`config.mk`:
```
export PLATFORM = sky130hd
export DESIGN_NAME = mem_port_arbiter
export DESIGN_NICKNAME = d
export VERILOG_FILES = /design/src/rtl/mem_port_arbiter.sv
export SDC_FILE = /design/constraint.sdc
export NUM_CORES = 1
export LEC_CHECK = 0
export ABC_CLOCK_PERIOD_IN_PS = 2500
export BUFFER_PORTS_ARGS = -buffer_cell sky130_fd_sc_hd__buf_2
export CAP_MARGIN = 30
export CORE_MARGIN = 4
export CORE_UTILIZATION = 47
export CTS_BUF_LIST = sky130_fd_sc_hd__clkbuf_8
export CTS_CLUSTER_DIAMETER = 40
export DETAILED_ROUTE_END_ITERATION = 7
export GPL_ROUTABILITY_DRIVEN = 1
export PLACE_DENSITY = 0.83
export SLEW_MARGIN = 20
export SYNTH_ARGS = -nofsm -noshare
export SYNTH_HDL_FRONTEND = slang
export SYNTH_SLANG_ARGS = --single-unit
export TNS_END_PERCENT = 10
```
`constraint.sdc`:
```
create_clock -name clk -period 2.5 [get_ports clk]
set_clock_uncertainty 0.2 [all_clocks]
set_input_delay 0.25 -clock clk [delete_from_list [all_inputs] [get_ports clk]]
set_output_delay 0.25 -clock clk [all_outputs]
set_load 0.02 [all_outputs]
```
`src/rtl/mem_port_arbiter.sv`:
```
// mem_port_arbiter
//   Shares one single-port memory between the instruction-fetch port (if_*)
//   and the load/store data port (d_*). One transaction is in flight at a
//   time. The data port normally wins contested arbitration. After
//   STARVE_LIMIT consecutive contested data wins, fetch is forced through.
//   A transaction that spends TIMEOUT cycles in REQ+WAIT completes with an
//   error. TIMEOUT = 0 disables the timeout.
//
// Ports
//   clk, reset      clock, synchronous active-high reset
//   if_req/if_addr  fetch request (held until if_rvalid)
//   if_rvalid/if_rdata/if_err  fetch completion pulse, data, error
//   d_req/d_we/d_addr/d_wdata/d_wstrb  data request (held until d_rvalid)
//   d_rvalid/d_rdata/d_err     data completion pulse, load data, error
//   mem_req/mem_we/mem_addr/mem_wdata/mem_wstrb  memory request side
//   mem_ready/mem_rvalid/mem_rdata               memory response side
//   busy            arbiter is not idle
module mem_port_arbiter #(
  parameter int STARVE_LIMIT = 3,
  parameter int TIMEOUT      = 16
) (
  input  logic        clk,
  input  logic        reset,
  input  logic        if_req,
  input  logic [31:0] if_addr,
  output logic        if_rvalid,
  output logic [31:0] if_rdata,
  output logic        if_err,
  input  logic        d_req,
  input  logic        d_we,
  input  logic [31:0] d_addr,
  input  logic [31:0] d_wdata,
  input  logic [3:0]  d_wstrb,
  output logic        d_rvalid,
  output logic [31:0] d_rdata,
  output logic        d_err,
  output logic        mem_req,
  output logic        mem_we,
  output logic [31:0] mem_addr,
  output logic [31:0] mem_wdata,
  output logic [3:0]  mem_wstrb,
  input  logic        mem_ready,
  input  logic        mem_rvalid,
  input  logic [31:0] mem_rdata,
  output logic        busy
);

  localparam int SW = $clog2(STARVE_LIMIT + 2);
  localparam int TW = $clog2(TIMEOUT + 2);

  typedef enum logic [1:0] {IDLE, REQ, WAIT, RESP} state_t;

  state_t        state, state_next;
  logic          owner_d;            // 1 = data port owns the transaction
  logic [31:2]   addr_q;
  logic          we_q;
  logic [31:0]   wdata_q;
  logic [3:0]    wstrb_q;
  logic [31:0]   rdata_q;
  logic          err_q;
  logic [SW-1:0] starve_cnt;
  logic [TW-1:0] tmo_cnt;

  logic          any_req, contested, force_fetch, pick_d, misaligned;
  logic          tmo_hit, req_done;
  logic [31:0]   grant_addr;

  // Arbitration decode, only acted on in IDLE.
  assign any_req     = if_req | d_req;
  assign contested   = if_req & d_req;
  assign force_fetch = contested && (starve_cnt == SW'(STARVE_LIMIT));
  assign pick_d      = d_req && !force_fetch;
  assign grant_addr  = pick_d ? d_addr : if_addr;
  // Only fetches are alignment-checked; data lanes come from d_wstrb.
  assign misaligned  = !pick_d && (grant_addr[1:0] != 2'b00);

  assign tmo_hit  = (TIMEOUT != 0) && (tmo_cnt == TW'(TIMEOUT - 1));
  assign req_done = ((state == REQ) && mem_ready && mem_rvalid) ||
                    ((state == WAIT) && mem_rvalid);

  // NOTE: every output of this block gets a default first so no latch is inferred.
  always_comb begin
    state_next = state;
    unique case (state)
      IDLE: if (any_req) state_next = misaligned ? RESP : REQ;
      REQ: begin
        if (mem_ready && mem_rvalid) state_next = RESP;
        else if (tmo_hit)            state_next = RESP;
        else if (mem_ready)          state_next = WAIT;
      end
      WAIT: if (mem_rvalid || tmo_hit) state_next = RESP;
      RESP: state_next = IDLE;
      default: state_next = IDLE;
    endcase
  end

  // NOTE: sequential state uses non-blocking assignments so every register
  // samples the pre-edge values regardless of statement order.
  always_ff @(posedge clk) begin
    if (reset) begin
      state      <= IDLE;
      owner_d    <= 1'b0;
      addr_q     <= '0;
      we_q       <= 1'b0;
      wdata_q    <= '0;
      wstrb_q    <= '0;
      rdata_q    <= '0;
      err_q      <= 1'b0;
      starve_cnt <= '0;
      tmo_cnt    <= '0;
    end else begin
      state <= state_next;
      unique case (state)
        IDLE: if (any_req) begin
          owner_d <= pick_d;
          addr_q  <= grant_addr[31:2];
          we_q    <= pick_d & d_we;
          wdata_q <= pick_d ? d_wdata : 32'h0;
          wstrb_q <= (pick_d && d_we) ? d_wstrb : 4'h0;
          rdata_q <= '0;
          err_q   <= misaligned;
          tmo_cnt <= '0;
          if (contested) starve_cnt <= force_fetch ? '0 : starve_cnt + 1'b1;
          else if (!d_req) starve_cnt <= '0;
        end
        REQ, WAIT: begin
          tmo_cnt <= tmo_cnt + 1'b1;
          // A completion on the timeout cycle wins over the error.
          if (req_done) begin
            rdata_q <= we_q ? 32'h0 : mem_rdata;
            err_q   <= 1'b0;
          end else if (tmo_hit) begin
            rdata_q <= '0;
            err_q   <= 1'b1;
          end
        end
        default: ;
      endcase
    end
  end

  // Outputs are decoded from state and registers only.
  assign mem_req   = (state == REQ);
  assign mem_we    = mem_req & we_q;
  assign mem_addr  = mem_req ? {addr_q, 2'b00} : 32'h0;
  assign mem_wdata = mem_req ? wdata_q : 32'h0;
  assign mem_wstrb = mem_req ? wstrb_q : 4'h0;

  assign if_rvalid = (state == RESP) && !owner_d;
  assign d_rvalid  = (state == RESP) &&  owner_d;
  assign if_rdata  = if_rvalid ? rdata_q : 32'h0;
  assign if_err    = if_rvalid & err_q;
  assign d_rdata   = d_rvalid ? rdata_q : 32'h0;
  assign d_err     = d_rvalid & err_q;

  assign busy = (state != IDLE);

endmodule

```
; Word-level counts from Yosys, hierarchy flattened
; Cells that the tools add are included.
[word_totals]
reg_bits = 111
inputBits = 139
output_inout_bits = 139
[op_classes]
n_addsub = 2
n_eq_ne = 10
muxes = 29
n_bitwise = 6
reduce_logical = 25
[ops]
columns = cell, n
row1 = $mux 32, 10
row2 = $pmux 32 s2, 1
row3 = $mux 2, 6
row4 = $logic_and 1x1->1, 10
row5 = $pmux 5 s2, 1
row6 = $mux 3, 3
row7 = $reduce_and 3->1, 3
row8 = $mux 4, 2
row9 = $pmux 2 s4, 1
row10 = $reduce_bool 2->1, 3
row11 = $add 5x1->5 const B, 1
row12 = $and 1x1->1, 5
row13 = $eq 5x4->1 const B, 1
row14 = $mux 5, 1
row15 = $eq 2x2->1 const B, 2
row16 = $ne 2x1->1 const B, 2
row17 = $ne 4x1->1 const B, 1
row18 = $reduce_and 2->1, 2
row19 = $add 3x1->3 const B, 1
row20 = $eq 3x2->1 const B, 1
row21 = $logic_not 1->1, 3
row22 = $mux 1, 3
row23 = $ne 3x3->1 const B, 1
row24 = $eq 2x1->1 const B, 1
row25 = 6 further kinds, 7

; Logic depth before layout (Yosys ltp)
; Gate-level depths: netlist (run 1).
[logic_depth]
depth_word = 10
depth_mapped = 7
depth_no_buf = 7

; Least setup slack after synthesis (run 1)
; OpenSTA, ideal clock, no wires.
[synth_path]
path_kind = flip-flop to flip-flop
startpoint = reg tmo_cnt[0]
endpoint = reg state[0]
setup_time_ns = 0.127
arrival_time_ns = 1.762
slack_ns = 0.411
stages_incl_launch_ff = 8
n_path_buf = 0
period_less_slack_ns = 2.089
cell_sequence = dfxtp_1 -> ha_1 -> and3_1 -> ha_1 -> or3b_2 -> a211oi_1 -> o32ai_1 -> nor2b_1
[synth_between]
elab_chain_len = 4
elab_cells_between_ends = 8
[synth_lines]
columns = item, line
row1 = "start, declared", 62  ; logic [TW-1:0] tmo_cnt;
row2 = "start signal, assigned", 127  ; tmo_cnt <= tmo_cnt + 1'b1;
row3 = $eq 5x4->1 (*), 77  ; assign tmo_hit = (TIMEOUT != 0) && (tmo_cnt == TW'(TIMEOUT - 1));
row4 = $mux 2 or $logic_or 1x1->1 (tied branches), "88, 91"
row5 = $mux 2 or $ne 2x1->1 (tied branches), -
row6 = $pmux 2 s4 or $reduce_and 3->1 (tied branches), -
row7 = "end signal, assigned", 112  ; state <= state_next;
row8 = "end, declared", 53  ; state_t state, state_next;
; Every way passes the cells marked *; elsewhere a longest branch is shown, timed or not.
; A chain may end at the register's enable or synchronous reset.

; Worst setup path in the final report (run 1)
[layout_path]
startpoint = reg starve_cnt[0]
endpoint = reg wstrb_q[2]
[layout_between]
elab_chain_len = 6
[layout_lines]
columns = item, line
row1 = "start, declared", 61  ; logic [SW-1:0] starve_cnt;
row2 = "start signal, assigned", 123  ; if (contested) starve_cnt <= force_fetch ? '0 : starve_cnt + 1'b1;
row3 = $eq 3x2->1, 71  ; assign force_fetch = contested && (starve_cnt == SW'(STARVE_LIMIT));
row4 = $logic_and 1x1->1, 71
row5 = $logic_not 1->1, 72  ; assign pick_d = d_req && !force_fetch;
row6 = $logic_and 1x1->1, 72
row7 = $logic_and 1x1->1, 119  ; wstrb_q <= (pick_d && d_we) ? d_wstrb : 4'h0;
row8 = $mux 4, 119
row9 = "end signal, assigned", 119
row10 = "end, declared", 58  ; logic [3:0] wstrb_q;
; No other way between the ends.

==> impl_metrics.json, run 1 <==
{
  "r2r_slack_ns": 0.09,
  "post-route-cell-area_sq_um": 8320,
  "internal_power_w": 0.00390,
  "synth_sequential_area_ratio": 0.429,
  "power.leakage_nw": 4.37,
  "area_growth_syn_to_fin_pct": 60.6,
  "cts_tree": "done",
  "synth.ff_latch_count": 111,
  "crit_slowest_cell": "dlygate4sd3_1",
  "vias_per_cell": 5.52,
  "antenna_found_initial": 1,
  "drt_pass1_iterations": 5,
  "worst_pin_slew_ns": 0.518,
  "period_share": 0.965,
  "hold_path.class": "in2reg",
  "dp_hpwl_microns": 10800,
  "slew-limit-headroom": 0.655,
  "cts-htree-levels": 3,
  "worst-path-max-fanout": 38,
  "die_area_sq_um": 12800,
  "critPathMaxStageDelay_ns": 0.60,
  "grt_first_pass_wirelength_microns": 29700,
  "timing.rr.end": "wstrb_q[2]",
  "cts_inserted_buffers": 9,
  "routedWlPerCell_microns": 17.8,
  "setup.worst_path.start": "starve_cnt[0]",
  "kind_of_end_point_of_the_critical_path": "flip-flop",
  "min_to": "addr_q[25]",
  "gr-usage-all-layers": 0.284,
  "netSwitchingFraction": 0.413,
  "yosys.cell_types.count": 41,
  "total_switching_power_w": 0.00275,
  "drc_marker_count_from_the_first_detailed_route_iteration": 548,
  "fin_util": 0.771,
  "wl_met1_microns": 7450,
  "core_region_area_sq_um": 10800,
  "number_of_global_route_vias_before_repair": 6078,
  "mappedNetlistArea_sq_um": 5180,
  "drc": 0,
  "critical_path_required_ns": 2.57,
  "ys_dominant_reg_cell": "dfxtp_1",
  "yosys_warnings": 0,
  "timing.fmax_ghz": 0.414,
  "initial_utilization": 0.480,
  "cts_max_path_buffers": 2,
  "global_route.overflow_total": 0,
  "timing.max_cap.violations": 0,
  "finalWorstPathRequiredPeriod_ns": 2.41,
  "setup_violations": 0,
  "power_frac_comb": 0.497,
  "min_delay_path_depth": 3,
  "hold_path.startpoint": "d_addr[25]",
  "vdd_drop_max_v": 0.000670,
  "timing.critical_path.arrival_ns": 2.48,
  "dr_total_vias": 6259,
  "grt_start_max_net_pins": 61,
  "cts.sink_count": 111,
  "crit_path_start_kind": "flip-flop",
  "clockPowerShare": 0.154,
  "powerDensity_nw_per_um2": 800,
  "synth_async_reset_ratio": 0,
  "run_status": "finished with violations",
  "p_total_w": 0.00665,
  "latest_clock_arrival_within_the_worst_skew_pair_ns": 0.37,
  "core.rowCount": 38,
  "hold_ws_ns": -0.0163,
  "cp_cell_sequence": "ha_1, nand3b_1, and3_4, buf_6, a32oi_2, dlygate4sd3_1, nor2_1",
  "final_layout_fill_cell_count": 658,
  "postRouteAntennaNets": 0,
  "worstRegToRegCells": 7,
  "failed_checks": "hold timing",
  "report.final.slew_viol_count": 0,
  "timing.rr.start": "starve_cnt[0]",
  "fp.dieH_microns": 113,
  "dpl_cell_area_sq_um": 6650,
  "num-nets-final": 1134,
  "ios": 278,
  "gp_routability_congestion": 0.799,
  "final-hold-violation-count": 1,
  "syn-instance-count": 607,
  "met3_length_microns": 1820,
  "numPortBuffers": 273,
  "timing.setup.tns_ns": 0,
  "met2_wirelength_microns": 10100,
  "postRouteWirelength_microns": 20200,
  "top_layer_reached_by_signal_wires": "met5",
  "synth_edf_count": 0,
  "criticalPathCategory": "reg2reg",
  "syn_area_per_cell_sq_um": 8.53,
  "drive_gt1_frac": 0.336,
  "worst_path_clk_slew_ns": 0.12,
  "die_w_microns": 113,
  "insertedDiodeCount": 0,
  "cts.root.buffer_cell": "clkbuf_8",
  "power.sequential.fraction": 0.349
}
[sequential cells by signal, summed over array words and instances (netlist names)]
register	flops
addr_q	30
err_q	1
owner_d	1
rdata_q	32
starve_cnt	3
state	2
tmo_cnt	5
wdata_q	32
we_q	1
wstrb_q	4
[synthesized netlist by cell type (all sizes together) (2+ instances only)]
library cell | count | area share
dfxtp | 111 | 0.43
and2 | 101 | 0.12
nor2 | 82 | 0.060
clkbuf | 36 | 0.026
and3 | 35 | 0.042
nand2 | 35 | 0.025
a22oi | 34 | 0.049
a22o | 32 | 0.054
nand3 | 31 | 0.030
a311oi | 30 | 0.051
buf | 21 | 0.025
a21oi | 8 | 0.0099
ha | 7 | 0.017
inv | 6 | 0.0043
nor3b | 5 | 0.0094
a32oi | 4 | 0.0068
a211oi | 3 | 0.0043
nand2b | 3 | 0.0036
nor2b | 3 | 0.0036
nor3 | 3 | 0.0029
nor4 | 2 | 0.0036
o21ai | 2 | 0.0019
xnor2 | 2 | 0.0034
[worst max path at each step]
stage	endpoint	slack, ns	depth (start not counted)
final	wstrb_q[2]	0.09	7
after global routing	addr_q[30]	-0.05	9
after CTS	addr_q[30]	0.08	9
after detailed placement	state[0]	0.31	7
after global placement	state[0]	0.32	7
after floorplan	state[0]	0.41	7
[through the flow]
stage | std cells | setup WS (ns)
2_1_floorplan | 608 | 0.411
3_3_place_gp | 983 | 0.318
3_5_place_dp | 983 | 0.313
4_1_cts | 1131 | 0.0830
5_1_grt | 1133 | -0.0458
6_report | 1133 | 0.0863
[routing by layer]
layer | global-route usage | up-vias
li1 | - | 2882
met1 | 0.318 | 2885
met2 | 0.506 | 404
met3 | 0.0738 | 86
met4 | 0.123 | 2
met5 | 0 | -
[logic make-up (layout without fill, tap and decap cells)]
logic type                 count (synthesis)  in the layout  synth area share
xor gates and xnor gates                   2              2           0.00338
buffers and inverters                     63            448            0.0551
adders and majority gates                  7              7            0.0169
other                                      1              2          0.000724
and+or+nand+nor                          304            304             0.308
DFF                                      111            111             0.429
AOI/OAI and AO/OA                        119            119             0.187
[power groups by stage]
stage | registers [W] | logic, W | clock network [W]
after floorplan | 0.00227 | 0.00180 | 0
after global placement | 0.00231 | 0.00245 | 0
after detailed placement | 0.00232 | 0.00247 | 0
after CTS | 0.00228 | 0.00285 | 0.00103
after global routing | 0.00236 | 0.00356 | 0.00111
final | 0.00232 | 0.00330 | 0.00103
[what timing repair did]
action,CTS,global route
resized for setup,0,31
endpoints found under the setup margin,0,31
hold endpoints to repair,102,0
buffers inserted,0,1
hold buffers,132,0
[critical path, delay by kind of cell, from the launching register on]
kind                     cells  cell delay, ns
AO/OA/AOI/OAI                1            0.25
adder cells (fa/ha/maj)      1            0.19
buffers and inverters        2            0.79
flip-flops                   1            0.36
AND/OR/NAND/NOR              3            0.50
[layout make-up]
| class | count | area, sq um | share of cell area |
|---|---|---|---|
| Inverter | 6 | 22.5 | 0.00271 |
| Multi-Input combinational cell | 434 | 2750 | 0.331 |
| Clock inverter | 7 | 56.3 | 0.00677 |
| Clock buffer | 9 | 124 | 0.0149 |
| Tap cell | 140 | 175 | 0.0211 |
| Timing Repair Buffer | 426 | 2960 | 0.356 |
| Sequential cell | 111 | 2230 | 0.268 |
[cell usage in the layout, fill, tap and decap left out, types with 5 or more instances in the layout]
cell type,instances
buf_2,273
ha_1,5
nand2_1,35
and2_1,101
inv_1,5
nor2_1,80
dfxtp_1,108
and3_1,34
a22oi_1,34
clkbuf_8,9
nand3_1,31
a311oi_1,24
a22o_1,32
a311oi_2,6
dlygate4sd3_1,115
a21oi_1,7
buf_4,16
dlymetal6s4s_1,15
(Power assumes the default switching activity.)
==> inputs of run 2 (changes only) <==
--- a/config.mk
+++ b/config.mk
@@ -8,13 +8,15 @@
 export ABC_CLOCK_PERIOD_IN_PS = 2500
 export BUFFER_PORTS_ARGS = -buffer_cell sky130_fd_sc_hd__buf_2
 export CAP_MARGIN = 30
+export CELL_PAD_IN_SITES_DETAIL_PLACEMENT = 1
+export CELL_PAD_IN_SITES_GLOBAL_PLACEMENT = 1
 export CORE_MARGIN = 4
-export CORE_UTILIZATION = 47
+export CORE_UTILIZATION = 32
 export CTS_BUF_LIST = sky130_fd_sc_hd__clkbuf_8
 export CTS_CLUSTER_DIAMETER = 40
 export DETAILED_ROUTE_END_ITERATION = 7
 export GPL_ROUTABILITY_DRIVEN = 1
-export PLACE_DENSITY = 0.83
+export PLACE_DENSITY_LB_ADDON = 0.1
 export SLEW_MARGIN = 20
 export SYNTH_ARGS = -nofsm -noshare
 export SYNTH_HDL_FRONTEND = slang
==> impl_metrics.json, run 2 (same netlist as run 1, synthesis figures left out) <==
{
  "power.leakage_nw": 4.27,
  "initial_utilization": 0.326,
  "insertedDiodeCount": 0,
  "most_frequent_standard_cell_in_the_layout_excluding_fill_and_tap_cells": "buf_2",
  "cts_max_path_buffers": 2,
  "cp_cell_sequence": "inv_2, ha_4, buf_6, inv_1, nor2_4, clkbuf_16, nor2_1, a311oi_1, dlygate4sd3_1",
  "postRouteAntennaNets": 0,
  "timing.critical_path.max_delay_family": "buffers and inverters",
  "hold_path.class": "in2reg",
  "run_status": "completed",
  "drc_marker_count_from_the_first_detailed_route_iteration": 211,
  "crit_slowest_cell": "dlygate4sd3_1",
  "postRouteWirelength_microns": 21500,
  "fin_util": 0.534,
  "worst-path-max-fanout": 8,
  "clockPowerShare": 0.205,
  "ios": 278,
  "crit_path_start_kind": "flip-flop",
  "vias_per_cell": 5.02,
  "setup_violations": 0,
  "antenna_found_initial": 1,
  "area_growth_syn_to_fin_pct": 63.7,
  "cts.root.buffer_cell": "clkbuf_8",
  "drive_gt1_frac": 0.332,
  "cts_tree": "done",
  "timing.setup.tns_ns": 0,
  "netSwitchingFraction": 0.385,
  "cts_inserted_buffers": 9,
  "timing.max_cap.violations": 0,
  "dr_total_vias": 6079,
  "grt_start_max_net_pins": 61,
  "report.final.slew_viol_count": 0,
  "number_of_global_route_vias_before_repair": 6519,
  "gr-usage-all-layers": 0.223,
  "num-nets-final": 1135,
  "numPortBuffers": 273,
  "drt_pass1_iterations": 4,
  "gp_routability_congestion": 0.779,
  "timing.critical_path.arrival_ns": 2.52,
  "vdd_drop_max_v": 0.000450,
  "critPathMaxStageDelay_ns": 0.58,
  "final-hold-violation-count": 0,
  "die_area_sq_um": 18300,
  "global_route.overflow_total": 0,
  "drc": 0,
  "period_share": 0.961,
  "final_cell_mix": "273 x buf_2, 127 x dlygate4sd3_1, 107 x dfxtp_1",
  "internal_power_w": 0.00427,
  "cts.sink_count": 111,
  "fp.dieH_microns": 135,
  "power.sequential.fraction": 0.332,
  "total_switching_power_w": 0.00267,
  "latest_clock_arrival_within_the_worst_skew_pair_ns": 0.37,
  "dp_hpwl_microns": 13500,
  "core_region_area_sq_um": 15900,
  "kind_of_end_point_of_the_critical_path": "flip-flop",
  "routedWlPerCell_microns": 17.8,
  "die_w_microns": 135,
  "core.rowCount": 46,
  "criticalPathCategory": "reg2reg",
  "cts-htree-levels": 3,
  "top_regs": "rdata_q: 32 flops, wdata_q: 32 flops, addr_q: 30 flops",
  "grt_first_pass_wirelength_microns": 33300,
  "powerDensity_nw_per_um2": 819,
  "finalWorstPathRequiredPeriod_ns": 2.40,
  "critical_path_required_ns": 2.62,
  "crit_buf_inv": 5,
  "timing.fmax_ghz": 0.416,
  "worst_path_clk_slew_ns": 0.10,
  "power_frac_comb": 0.463
}
## run 2: stage by stage
stage               cell area [sq um]  worst slack (ns)  hold WS, ns  power (W)  std cells
floorplan                        5180             0.411        0.175    0.00407        608
global placement                 6750             0.291        0.261    0.00479       1058
detailed placement               6750             0.249        0.264    0.00492       1058
CTS                              8340            0.0346       0.0983    0.00667       1206
global route                     8480           -0.0263       0.0560    0.00741       1210
finish                           8480            0.0986       0.0273    0.00694       1210
## run 2: worst paths after layout
path	slack (ns)	endpoint	start	cells after the start
hold reg to reg	0.28	starve_cnt[0]	starve_cnt[0]	2
hold / removal	0.03	addr_q[29]	d_addr[29]	3
setup reg to reg	0.1	addr_q[14]	state[0]	9
setup / recovery	0.1	addr_q[14]	state[0]	9
## run 2: power by group through the flow
stage	Sequential, W	Combinational, W	Clock [W]
2_1_floorplan	0.00227	0.00180	0
3_3_place_gp	0.00231	0.00248	0
3_5_place_dp	0.00233	0.00259	0
4_1_cts	0.00229	0.00292	0.00147
5_1_grt	0.00235	0.00354	0.00153
6_report	0.00230	0.00322	0.00142
## run 2: per-layer routing
metal  vias to the layer above  GRT usage  routed length (microns)
met1                      2938      0.253                     8510
met2                       211      0.409                    11100
met4                         2     0.0750                      471
li1                       2886          -                        -
met3                        42     0.0546                     1420
met5                         -          0                        8
## run 2: layout make-up
cell class                      instances  area (sq um)
Fill cell                            1908          7410
Timing Repair Buffer                  427          2970
Multi-Input combinational cell        434          2720
Sequential cell                       111          2230
Tap cell                              216           270
Clock buffer                           10           138
Clock inverter                          6           133
Inverter                                6          22.5
## run 2: timing repair
action                                  in CTS  in global routing
endpoints found under the setup margin       0                 25
gates resized for setup                      0                 18
setup buffers                                0                  1
hold buffers                               132                  1
hold endpoints to repair                    99                  1
## run 2: worst reg2reg max path: stages (launching register included)
cell,delay [ns]
dfxtp_2,0.35
inv_2,0.10
ha_4,0.15
buf_6,0.12
inv_1,0.09
nor2_4,0.25
clkbuf_16,0.22
nor2_1,0.04
a311oi_1,0.25
dlygate4sd3_1,0.58
